$ cat src/rtl/lshift_rot_seq.sv
// lshift_rot_seq: sequential left shifter / rotator with a start/busy/done handshake.
//
// Shifts (op=1, zero fill at the LSB) or rotates (op=0, MSB wraps to the LSB)
// an N-bit operand left by a C-bit count. The datapath moves one bit position
// per RUN cycle, which trades latency for area.
//
// Optional build macro LSHIFT_SEQ_FAST_EN: while at least 4 counts remain, a RUN
// cycle moves the data by 4 positions instead of 1. Results are unchanged; only
// the latency drops. With the macro undefined, no 4-step logic is built.
//
// Ports:
//   clk_i    system clock, all state changes on the rising edge
//   rst_i    synchronous, active-high reset; wins over every other input
//   start_i  request, sampled only in IDLE
//   in_i     operand, captured on an accepted start
//   cnt_i    shift amount, captured on an accepted start
//   op_i     1 = shift left logical, 0 = rotate left; captured on an accepted start
//   busy_o   high whenever the state is not IDLE
//   done_o   single-cycle completion pulse (DONE state)
//   out_o    result register; holds the last completed result

module lshift_rot_seq #(
    parameter int unsigned N = 16,
    parameter int unsigned C = 4
) (
    input  logic         clk_i,
    input  logic         rst_i,
    input  logic         start_i,
    input  logic [N-1:0] in_i,
    input  logic [C-1:0] cnt_i,
    input  logic         op_i,
    output logic         busy_o,
    output logic         done_o,
    output logic [N-1:0] out_o
);

    typedef enum logic [1:0] {
        StIdle,
        StRun,
        StDone
    } state_e;

    state_e       state_q;
    logic [N-1:0] data_q;
    logic [C-1:0] rem_q;
    logic         op_q;
    logic [N-1:0] out_q;

    // Next value of the datapath for one RUN cycle.
    logic [N-1:0] data_d;
    logic [C-1:0] rem_d;
    logic         last_step;

    always_comb begin
        data_d    = op_q ? {data_q[N-2:0], 1'b0} : {data_q[N-2:0], data_q[N-1]};
        rem_d     = rem_q - C'(1);
        last_step = (rem_q == C'(1));
`ifdef LSHIFT_SEQ_FAST_EN
        if (rem_q >= C'(4)) begin
            data_d    = op_q ? {data_q[N-5:0], 4'b0000} : {data_q[N-5:0], data_q[N-1:N-4]};
            rem_d     = rem_q - C'(4);
            last_step = (rem_q == C'(4));
        end
`endif
    end

    always_ff @(posedge clk_i) begin
        if (rst_i) begin
            state_q <= StIdle;
            data_q  <= '0;
            rem_q   <= '0;
            op_q    <= 1'b0;
            out_q   <= '0;
        end else begin
            unique case (state_q)
                StIdle: begin
                    if (start_i) begin
                        data_q <= in_i;
                        rem_q  <= cnt_i;
                        op_q   <= op_i;
                        if (cnt_i == '0) begin
                            // Zero count: the operand passes straight to the result.
                            out_q   <= in_i;
                            state_q <= StDone;
                        end else begin
                            state_q <= StRun;
                        end
                    end
                end
                StRun: begin
                    data_q <= data_d;
                    rem_q  <= rem_d;
                    if (last_step) begin
                        out_q   <= data_d;
                        state_q <= StDone;
                    end
                end
                StDone: begin
                    state_q <= StIdle;
                end
                default: begin
                    state_q <= StIdle;
                end
            endcase
        end
    end

    assign busy_o = (state_q != StIdle);
    assign done_o = (state_q == StDone);
    assign out_o  = out_q;

endmodule

$ cat config.mk
export PLATFORM = sky130hd
export DESIGN_NAME = lshift_rot_seq
export DESIGN_NICKNAME = d
export VERILOG_FILES = /design/src/rtl/lshift_rot_seq.sv
export SDC_FILE = /design/constraint.sdc
export NUM_CORES = 1
export LEC_CHECK = 0
export ABC_AREA = 1
export BUFFER_PORTS_ARGS = -buffer_cell sky130_fd_sc_hd__clkbuf_2
export CAP_MARGIN = 20
export CORE_AREA = 2 2 79 51
export CTS_BUF_LIST = sky130_fd_sc_hd__clkbuf_2 sky130_fd_sc_hd__clkbuf_4 sky130_fd_sc_hd__clkbuf_8
export DETAILED_ROUTE_END_ITERATION = 8
export DIE_AREA = 0 0 81 53
export PLACE_DENSITY = 0.81
export SLEW_MARGIN = 20
export SYNTH_ARGS = -nofsm -noshare
export SYNTH_HDL_FRONTEND = slang
export SYNTH_SLANG_ARGS = --single-unit
$ cat constraint.sdc
create_clock -name clk_i -period 2.7 [get_ports clk_i]
set_input_delay 0.54 -clock clk_i [delete_from_list [all_inputs] [get_ports clk_i]]
set_output_delay 0.54 -clock clk_i [all_outputs]
set_load 0.005 [all_outputs]
**After elaboration in Yosys (flattened, before gate mapping)**

Cells that the tools add are included.
W data, S select, Z words.

- Register bits: 39
- Input port bits: 24
- Output and inout port bits: 18
- Logic and storage cells: 33

- Add/sub/neg operators: 1
- Eq/ne operators: 6
- Mux-type cells: 13
- Reductions and logical operators: 8

Operators with widths:

| cell | number |
|---|---|
| $mux W16 | 4 |
| $pmux W16 S2 | 2 |
| $pmux W4 S2 | 1 |
| $mux W2 | 3 |
| $ne A2 B2 Y1 const B | 3 |
| $reduce_and A2 Y1 | 3 |
| $eq A4 B1 Y1 const B | 1 |
| $logic_not A4 Y1 | 1 |
| $mux W4 | 1 |
| $pmux W2 S2 | 1 |
| $reduce_and A4 Y1 | 1 |
| $reduce_bool A2 Y1 | 2 |
| $sub A4 B1 Y4 const B | 1 |
| $eq A2 B1 Y1 const B | 1 |
| $eq A2 B2 Y1 const B | 1 |
| $logic_not A2 Y1 | 1 |
| $mux W1 | 1 |

**Logic depth before layout (Yosys ltp)**

Gate-level depths: netlist of the first run.

- Depth in word-level cells: 4
- Depth in mapped cells: 9
- Depth with buffers taken out: 8

**Worst setup path after synthesis of the first run**

Ideal clock, no wire load.

- Path type: input to register
- From: input port cnt_i[3]
- To: register out_q[0], in the netlist out_o[0]
- Setup time: 0.113 ns
- Data arrival time: 1.277 ns
- Required time: 2.587 ns
- Path slack: 1.310 ns
- Stages on the path: 7
- Buffers on the path: 1
- Path through: nor2_1 nand2_1 nand2_1 nand3_4 buf_6 nor2_1 nor2_1

- Longest elaborated chain between the ends: 3

RTL lines:

| item | RTL line | text |
|---|---|---|
| start, declared | 30 | `input logic [C-1:0] cnt_i,` |
| $logic_not A4 Y1 | 81 | `if (cnt_i == '0) begin` |
| $ne A2 B2 Y1 (no source line) | -- |  |
| $reduce_and A4 Y1 (no source line) | -- |  |
| end signal, assigned | 83 | `out_q <= in_i;` |
| end signal, assigned | 94 | `out_q <= data_d;` |
| end, declared | 47 | `logic [N-1:0] out_q;` |

Every way passes these cells.
A chain may end at the register's enable or synchronous reset.

**Worst setup path after layout of the first run**

- From: register state_q[1]
- To: register out_q[10], in the netlist out_o[10]

- Longest elaborated chain between the ends: 3
- Elaborated cells on any way between the ends: 8
- Classes of those cells: eq/ne (4); mux (1); reduce/logical (3)

RTL lines:

| item | RTL line | text |
|---|---|---|
| start, declared | 43 | `state_e state_q;` |
| start signal, assigned | 69 | `state_q <= StIdle;` |
| start signal, assigned | 84 | `state_q <= StDone;` |
| start signal, assigned | 86 | `state_q <= StRun;` |
| $eq A2 B1 Y1 / $logic_not A2 Y1 (equally long branches) | 75 | `unique case (state_q)` |
| $ne A2 B2 Y1 (no source line) / $reduce_bool A2 Y1 (equally long branches) | -- |  |
| $reduce_and A4 Y1 (no source line) | -- |  |

Several ways; a longest one is shown, not always the timed one.

==> metrics.txt, run 1 <==
outcome=completed; Routability Congestion=0.8958; final-report hold violation count=0; Synth Instances=286; residual antenna-violating net count after detailed routing=0; maximum buffer depth of the clock tree=2; number of antenna violations at the first check in global routing=0; max-slew violation count=0; normalized max-slew margin=0.5858; flip-flop and latch count after synthesis=39; proportion of layout cells with a drive suffix above 1=0.1728; Setup TNS Final=0 ns; Final Critical Period=1.936 ns; number of core rows=17; highest clock rate=516.5 MHz; CTS Root Cell=sky130_fd_sc_hd__clkbuf_8; share of total power in the clock network=0.376; mean number of vias per cell=4.768; leakage power summed over all cells=1.167 nW; wire length after detailed routing=4128 um; Placeable Area=0.003531 sq mm; length in cells of the worst reg-to-reg path=6; Gate power share=0.192; detailed-route via count=1769; R2R Path Start=state_q[1]; P per Cell Area=700.9 mW/mm^2; sequential power share=0.431; drt drc=0; Final setup violation count=0; Layout Area Growth over Synthesis=18.42%; endpoint of the lowest-slack register-to-register path=out_o[10]; internal power summed over all cells=1.109 mW; worst skew pair latency=0.30 ns; Post-Synthesis Mean Instance Area=6.532 sq um; Max Cap Viol=0; cell count of the worst hold path=2; fraction of the cycle the final worst path needs=0.7171; min-delay src=rst_i; synth warn=0; worst supply voltage drop on vdd=374.4 uV; global route overflow=0; sequential element share of the synthesized area=0.4180; crit-path max FO=36; count of input and output buffers=41; HPWL after detailed placement=2725 um; TritonCTS Buffers=5; combined area of all synthesized cells=0.001868 sq mm; Clock Pin Slew Worst Setup and Hold Paths=0.09 ns; post-DR wirelength/cell=11.13 um; finished layout cell area=0.002212 sq mm; total clock sinks=39; endpoint class of the critical path=register; via count of the first global-routing pass=1536; commonest cells after routing, fill and taps aside=65 x sky130_fd_sc_hd__nand2_1, 55 x sky130_fd_sc_hd__inv_1, 41 x sky130_fd_sc_hd__clkbuf_2; Initial Utilization=0.5291; most common library cell in the layout ignoring fill and taps=sky130_fd_sc_hd__nand2_1; y dimension of the die=53 um; global-route wire length before repair=6693 um; non-filler cells in the finished layout=371; Worst Tran Pin Value=0.6213 ns; Hold Crit Class=in2reg; count of different cell masters after synthesis=19; TritonCTS clock tree=yes; cts-stage hold buffer count=0; horizontal die dimension=81 um; number of nets in the layout=349; I/O pin count=42; flop-to-flop setup slack=0.76 ns; placed cells=363; detailed-router iteration count before antenna repair=4; data required time at the worst endpoint=2.89 ns; RSZ-0062 raised after global routing=no; count of antenna diodes in the layout=0; post-detailed-placement cell area=0.002076 sq mm; Total Die Area=0.004293 sq mm; overall global routing resource usage=0.2042; Psw=0.4414 mW; net count of the mapped netlist=312; Iteration-0 DRC Markers=129; startpoint class of the critical path=register; H-Tree Level Count=2; worst-case clock skew=0.009887 ns; pin count of the biggest net entering global routing=37; Worst Hold Endpoint=rem_q[3]; Setup Buffers After CTS=0; crit path DAT=2.13 ns; Switching Fraction=0.2847; Overall Power=1.550 mW; type of the setup path with the least slack=reg2reg; WHS=0.4667 ns; Resized Gates After CTS=0
state kept, by name, indices dropped and copies added (netlist names):
signal and flops:
op_q 1, rem_q 4, data_q 16, out_o 16
state_q 2
cell type report:
cell class / count / area [sq um]
Clock buffer: 5 / 68.82
Fill cell: 356 / 1319
Tap cell: 47 / 58.81
Sequential cell: 39 / 780.7
Inverter: 57 / 214.0
Clock inverter: 3 / 67.56
Timing Repair Buffer: 42 / 212.7
Multi-Input combinational cell: 178 / 809.5
how the worst max path moves through the flow:
stage	start	endpoint	slack, ns	cells after the start
floorplan	cnt_i[3]	out_o[0]	1.31	7
global placement	cnt_i[0]	out_o[3]	0.77	8
detailed placement	cnt_i[0]	out_o[1]	0.74	8
CTS	state_q[1]	out_o[10]	0.77	6
global route	state_q[1]	out_o[10]	0.59	6
finish	state_q[1]	out_o[10]	0.76	6
synth_stat cells, drive strengths merged:
library cell  number  area share
dfxtp             39        0.42
buf                8       0.026
clkinv             1      0.0020
clkbuf             4      0.0080
a21oi             19       0.051
ha                 2       0.013
o21ai             38        0.11
nand2             67        0.14
inv               56        0.11
nor2              32       0.064
o211ai             1      0.0040
nand3             19       0.058
worst max-delay path: stages (launching register included):
cell and delay, ns:
sky130_fd_sc_hd__dfxtp_1 0.34, sky130_fd_sc_hd__inv_1 0.13, sky130_fd_sc_hd__nand2_2 0.36, sky130_fd_sc_hd__o21ai_2 0.66
sky130_fd_sc_hd__nand3_1 0.19, sky130_fd_sc_hd__nand2_1 0.11, sky130_fd_sc_hd__nor2_1 0.04
layer usage:
layer / routed length (um) / track usage
met5: 0 / 0
met3: 274 / 0.05290
met1: 2113 / 0.2857
met2: 1699 / 0.3058
met4: 41 / 0.06780
power by group through the flow:
stage                     registers [mW]  clock network [mW]  logic, mW
after detailed placement           0.680                   0      0.292
after CTS                          0.668               0.589      0.297
final                              0.669               0.583      0.298
after global placement             0.679                   0      0.287
after global routing               0.676               0.613      0.346
after floorplan                    0.677                   0      0.217
kinds of logic (layout without fill, tap and decap cells):
family,after synthesis,in the layout,share of synthesized area
compound gates,58,58,0.1608
fa+ha+maj,2,2,0.01339
buf+inv,69,107,0.1487
flops,39,39,0.4180
simple gates,118,118,0.2592
stage by stage:
| stage | worst slack (ns) | utilization |
|---|---|---|
| floorplan | 1.310 | - |
| global placement | 0.7659 | 0.5879 |
| detailed placement | 0.7397 | 0.5879 |
| CTS | 0.7743 | 0.6265 |
| global route | 0.5880 | 0.6265 |
| finish | 0.7638 | 0.6265 |
Note: power is estimated with default switching activity, not from simulation.
==> inputs of run 2 (changes only) <==
CORE_AREA = 2 2 82 53   (was 2 2 79 51)
DIE_AREA = 0 0 84 55   (was 0 0 81 53)
PLACE_DENSITY = 0.79   (was 0.81)
clock period = 1.6 ns   (was 2.7 ns; I/O delays follow)
==> metrics.txt, run 2 (synthesized netlist as in run 1, its figures left out) <==
length in cells of the worst reg-to-reg path=6 (unchanged); pin count of the biggest net entering global routing=37 (unchanged); post-DR wirelength/cell=10.16 um (-8.7%); Layout Area Growth over Synthesis=19.29%; total buffers and inverters traversed by the critical path=1 (unchanged); Final Critical Period=1.347 ns (-0.5894 ns); commonest cells after routing, fill and taps aside=65 x sky130_fd_sc_hd__nand2_1, 55 x sky130_fd_sc_hd__inv_1, 41 x sky130_fd_sc_hd__clkbuf_2; worst supply voltage drop on vdd=421.7 uV (+13%); global-route wire length before repair=6817 um (+1.9%); outcome=completed; count of cell instances traversed by the critical path=6 (unchanged); Resized Gates After CTS=0 (unchanged); non-filler cells in the finished layout=381 (+2.7%); overall global routing resource usage=0.1921 (-0.01214); leakage power summed over all cells=1.189 nW (+1.9%); CP cell instances=nand2_2, buf_4, o21ai_0, nand3_1, nand2_1, nor2_1; Initial Utilization=0.4794 (-0.04961); drt drc=0 (unchanged); utilization after layout=0.5719 (-0.05457); Placeable Area=0.003896 sq mm (+10%); P per Cell Area=1035 mW/mm^2 (+48%); startpoint class of the critical path=register; crit-path max FO=16 (-56%); Max stage delay cell, worst path=sky130_fd_sc_hd__dfxtp_1; maximum buffer depth of the clock tree=2 (unchanged); most common library cell in the layout ignoring fill and taps=sky130_fd_sc_hd__nand2_1; RSZ-0062 raised after global routing=no; worst-case clock skew=0.004963 ns (-0.004924 ns); Setup Buffers After CTS=0 (unchanged); number of core rows=18 (+1); TritonCTS Buffers=5 (unchanged); Hold Crit Class=in2reg; I/O pin count=42 (unchanged); wire length after detailed routing=3872 um (-6.2%); horizontal die dimension=84 um (+3.7%); number of antenna violations at the first check in global routing=0 (unchanged); proportion of layout cells with a drive suffix above 1=0.1903 (+0.01749); count of input and output buffers=41 (unchanged); normalized max-slew margin=0.7612 (+0.1755); Iteration-0 DRC Markers=109 (-16%); data required time at the worst endpoint=1.80 ns (-1.09 ns); detailed-router iteration count before antenna repair=4 (unchanged); residual antenna-violating net count after detailed routing=0 (unchanged); Total Die Area=0.004620 sq mm (+7.6%); global route overflow=0 (unchanged); Worst Tran Pin Value=0.3569 ns (-0.2644 ns); endpoint class of the critical path=register; H-Tree Level Count=2 (unchanged); final-report hold violation count=0 (unchanged); Max Cap Viol=0 (unchanged); detailed-route via count=1753 (-0.90%); highest clock rate=742.5 MHz (+44%); mean number of vias per cell=4.601 (-3.5%); via count of the first global-routing pass=1533 (-0.20%); Clock Pin Slew Worst Setup and Hold Paths=0.07 ns (-0.02 ns); family of cells with the greatest summed delay on the critical path=flip-flops; Routability Congestion=0.7916 (-12%); HPWL after detailed placement=2720 um (-0.16%); CTS Root Cell=sky130_fd_sc_hd__clkbuf_8; delay contributed by the slowest stage of the critical path=0.42 ns (-0.24 ns); placed cells=373 (+2.8%); max-slew violation count=0 (unchanged); number of nets in the layout=356 (+2.0%); cell count of the worst hold path=2 (unchanged); cts-stage hold buffer count=0 (unchanged); Overall Power=2.306 mW (+49%); worst skew pair latency=0.30 ns (about the same); count of antenna diodes in the layout=0 (unchanged); crit path DAT=1.55 ns (-0.58 ns); type of the setup path with the least slack=reg2reg; y dimension of the die=55 um (+3.8%); Setup TNS Final=0 ns (unchanged); total clock sinks=39 (unchanged); Final setup violation count=0 (unchanged); TritonCTS clock tree=yes; fraction of the cycle the final worst path needs=0.8417 (+0.1246)
[run 2: worst paths after layout]
path	from	end	slack (ns)
setup / recovery	state_q[0]	out_o[6]	0.25
hold / removal	rst_i	state_q[1]	0.24
setup reg to reg	state_q[0]	out_o[6]	0.25
hold reg to reg	op_q	op_q	0.50
[run 2: through the flow]
step | setup slack (ns) | hold slack [ns] | area (sq um)
3_5_place_dp | 0.2599 | 0.4888 | 2145
2_1_floorplan | 0.3825 | 0.3891 | 1868
4_1_cts | 0.2298 | 0.2220 | 2228
6_report | 0.2532 | 0.2413 | 2228
3_3_place_gp | 0.3043 | 0.4857 | 2145
5_1_grt | 0.06405 | 0.2297 | 2228
[run 2: final cells by class]
class | count | area [sq um]
clock inverters | 3 | 15.01
flip-flops and latches | 39 | 780.7
clock buffers | 5 | 68.82
inverters | 57 | 214.0
well taps | 50 | 62.56
fillers | 386 | 1668
multi-input cells | 178 | 809.5
repair buffers | 49 | 277.8
[run 2: routing by layer]
layer,vias to the layer above,share of wire,global-route usage,routed length (um)
met5,-,0,0,0
met4,0,0.011,0.04839,42
met3,5,0.070,0.07270,272
met2,49,0.37,0.2987,1451
met1,736,0.54,0.2563,2106
li1,963,-,-,-
[run 2: where the power goes]
group          internal (mW)  switching (mW)  total, mW
Sequential              1.07          0.0549       1.13
Combinational          0.209           0.319      0.528
Clock                  0.298           0.351      0.649
Total                   1.58           0.725       2.31
==> inputs of run 3 (changes only) <==
clock period = 1.2 ns   (was 1.6 ns; I/O delays follow)
==> metrics.txt, run 3 (synthesized netlist as in run 1, its figures left out) <==
Final setup violation count=23 (+23); wire length on met3=223 um (-18%); mean number of vias per cell=4.667 (+1.4%); Gate power share=0.291 (+0.062); most common library cell in the layout ignoring fill and taps=sky130_fd_sc_hd__nand2_1; Final Critical Period=1.266 ns; flop-to-flop setup slack=-0.04 ns (-0.29 ns); maximum buffer depth of the clock tree=2 (unchanged); Placeable Area=0.003896 sq mm (unchanged); H-Tree Level Count=2 (unchanged); startpoint class of the critical path=register; Max Cap Viol=0 (unchanged); detailed-route via count=1848 (+5.4%); Switching Fraction=0.3249 (+0.01055); number of antenna violations at the first check in global routing=0 (unchanged); post-DR wirelength/cell=11.63 um (+14%); utilization after layout=0.6686 (+0.09666); Routability Congestion=0.8630 (+9.0%); Layout Area Growth over Synthesis=39.45%; sequential power share=0.441 (-0.049); number of core rows=18 (unchanged); Clock Pin Slew Worst Setup and Hold Paths=0.08 ns (about the same); overall global routing resource usage=0.2079 (+0.01579); highest routed metal layer=met3; crit path DAT=1.03 ns (-0.52 ns); count of antenna diodes in the layout=0 (unchanged); Psw=1.122 mW (+55%); end of the critical path=done_o; endpoint of the lowest-slack register-to-register path=data_q[12]; TritonCTS Buffers=5 (unchanged); via count of the first global-routing pass=1720 (+12%); HPWL after detailed placement=2938 um (+8.0%); RSZ-0062 raised after global routing=yes; residual antenna-violating net count after detailed routing=0 (unchanged); I/O pin count=42 (unchanged); Hold Crit Class=in2reg; pin count of the biggest net entering global routing=37 (unchanged); finished layout cell area=0.002605 sq mm (+17%); post-detailed-placement cell area=0.002307 sq mm (+7.6%); detailed-router iteration count before antenna repair=5 (+1); P per Cell Area=1326 mW/mm^2 (+28%); Initial Utilization=0.4794 (unchanged); cts-stage hold buffer count=0 (unchanged); Setup TNS Final=-0.3003 ns (-0.3003 ns); normalized max-slew margin=0.8453 (+0.08407); launch point of the critical path=state_q[1]; endpoint class of the critical path=output pin; proportion of layout cells with a drive suffix above 1=0.3179 (+0.1276); placed cells=386 (+3.5%); R2R Path Start=state_q[0]; outcome=complete, but fails checks; fraction of the cycle the final worst path needs=1.055; Met1 Routed Length=2379 um (+13%); worst supply voltage drop on vdd=716.9 uV (+70%); TritonCTS clock tree=yes; worst skew pair latency=0.29 ns (about the same); drt drc=0 (unchanged); Overall Power=3.454 mW (+50%); detailed-routed wire length on met2=2003 um (+38%); horizontal die dimension=84 um (unchanged); worst-case clock skew=0.005216 ns (+0.0002536 ns); WHS=0.1738 ns (-0.06751 ns); final-report hold violation count=0 (unchanged); leakage power summed over all cells=1.321 nW (+11%); internal power summed over all cells=2.332 mW (+47%); number of nets in the layout=371 (+4.2%); violated checks=setup timing; data required time at the worst endpoint=0.96 ns (-0.84 ns); Worst Tran Pin Value=0.2305 ns (-0.1263 ns); CTS Root Cell=sky130_fd_sc_hd__clkbuf_8; wire length after detailed routing=4606 um (+19%); type of the setup path with the least slack=reg2out; length in cells of the worst reg-to-reg path=6 (unchanged); highest clock rate=790.1 MHz; count of input and output buffers=41 (unchanged); crit-path max FO=3 (-13); Total Die Area=0.004620 sq mm (unchanged); max-slew violation count=0 (unchanged); commonest cells after routing, fill and taps aside=61 x sky130_fd_sc_hd__nand2_1, 53 x sky130_fd_sc_hd__inv_1, 41 x sky130_fd_sc_hd__clkbuf_2; share of total power in the clock network=0.267 (-0.014); Post-Place Setup Slack=-0.09141 ns (-0.3513 ns); global route overflow=0 (unchanged); global-route wire length before repair=7465 um (+9.5%); total clock sinks=39 (unchanged); y dimension of the die=55 um (unchanged); Iteration-0 DRC Markers=81 (-26%); Worst Slack Setup Final=-0.06569 ns (-0.3189 ns); non-filler cells in the finished layout=396 (+3.9%)
-- run 3: power groups by stage --
stage / sequential, mW / combinational, mW / clock [mW]
after global placement: 1.53 / 0.826 / 0
after global routing: 1.54 / 1.13 / 0.996
after CTS: 1.51 / 0.927 / 0.936
after floorplan: 1.52 / 0.496 / 0
final: 1.52 / 1.01 / 0.924
after detailed placement: 1.53 / 0.846 / 0
-- run 3: final cells by class --
class	instances	area (sq um)
Sequential cell	39	793.3
Fill cell	355	1291
Clock buffer	7	83.83
Timing Repair Buffer	63	456.7
Clock inverter	1	5.005
Inverter	57	219.0
Multi-Input combinational cell	179	984.7
Tap cell	50	62.56
-- run 3: routing by layer --
| layer | vias up | track usage |
|---|---|---|
| met5 | - | 0 |
| met2 | 41 | 0.3480 |
| met4 | 0 | 0.04301 |
| met3 | 0 | 0.07864 |
| met1 | 808 | 0.2635 |
| li1 | 999 | - |
-- run 3: repair_timing --
action,in CTS,in global routing
gates resized for setup,39,36
endpoints found under the setup margin,36,39
pin swaps,3,3
buffers inserted,0,1
gates cloned,1,0
-- run 3: worst max-delay path: stages (launching register included) --
cell,delay [ns]
sky130_fd_sc_hd__dfxtp_4,0.39
sky130_fd_sc_hd__inv_4,0.05
sky130_fd_sc_hd__buf_6,0.12
sky130_fd_sc_hd__nor2_4,0.07
sky130_fd_sc_hd__clkbuf_2,0.11
-- run 3: how the worst min path moves through the flow --
| stage | slack, ns | end | depth (start not counted) | startpoint |
|---|---|---|---|---|
| after global routing | 0.17 | state_q[0] | 2 | rst_i |
| after CTS | 0.16 | state_q[0] | 2 | rst_i |
| final | 0.17 | state_q[0] | 2 | rst_i |
| after global placement | 0.47 | rem_q[1] | 2 | rem_q[1] |
| after floorplan | 0.31 | rem_q[3] | 1 | rst_i |
| after detailed placement | 0.49 | state_q[0] | 2 | rst_i |
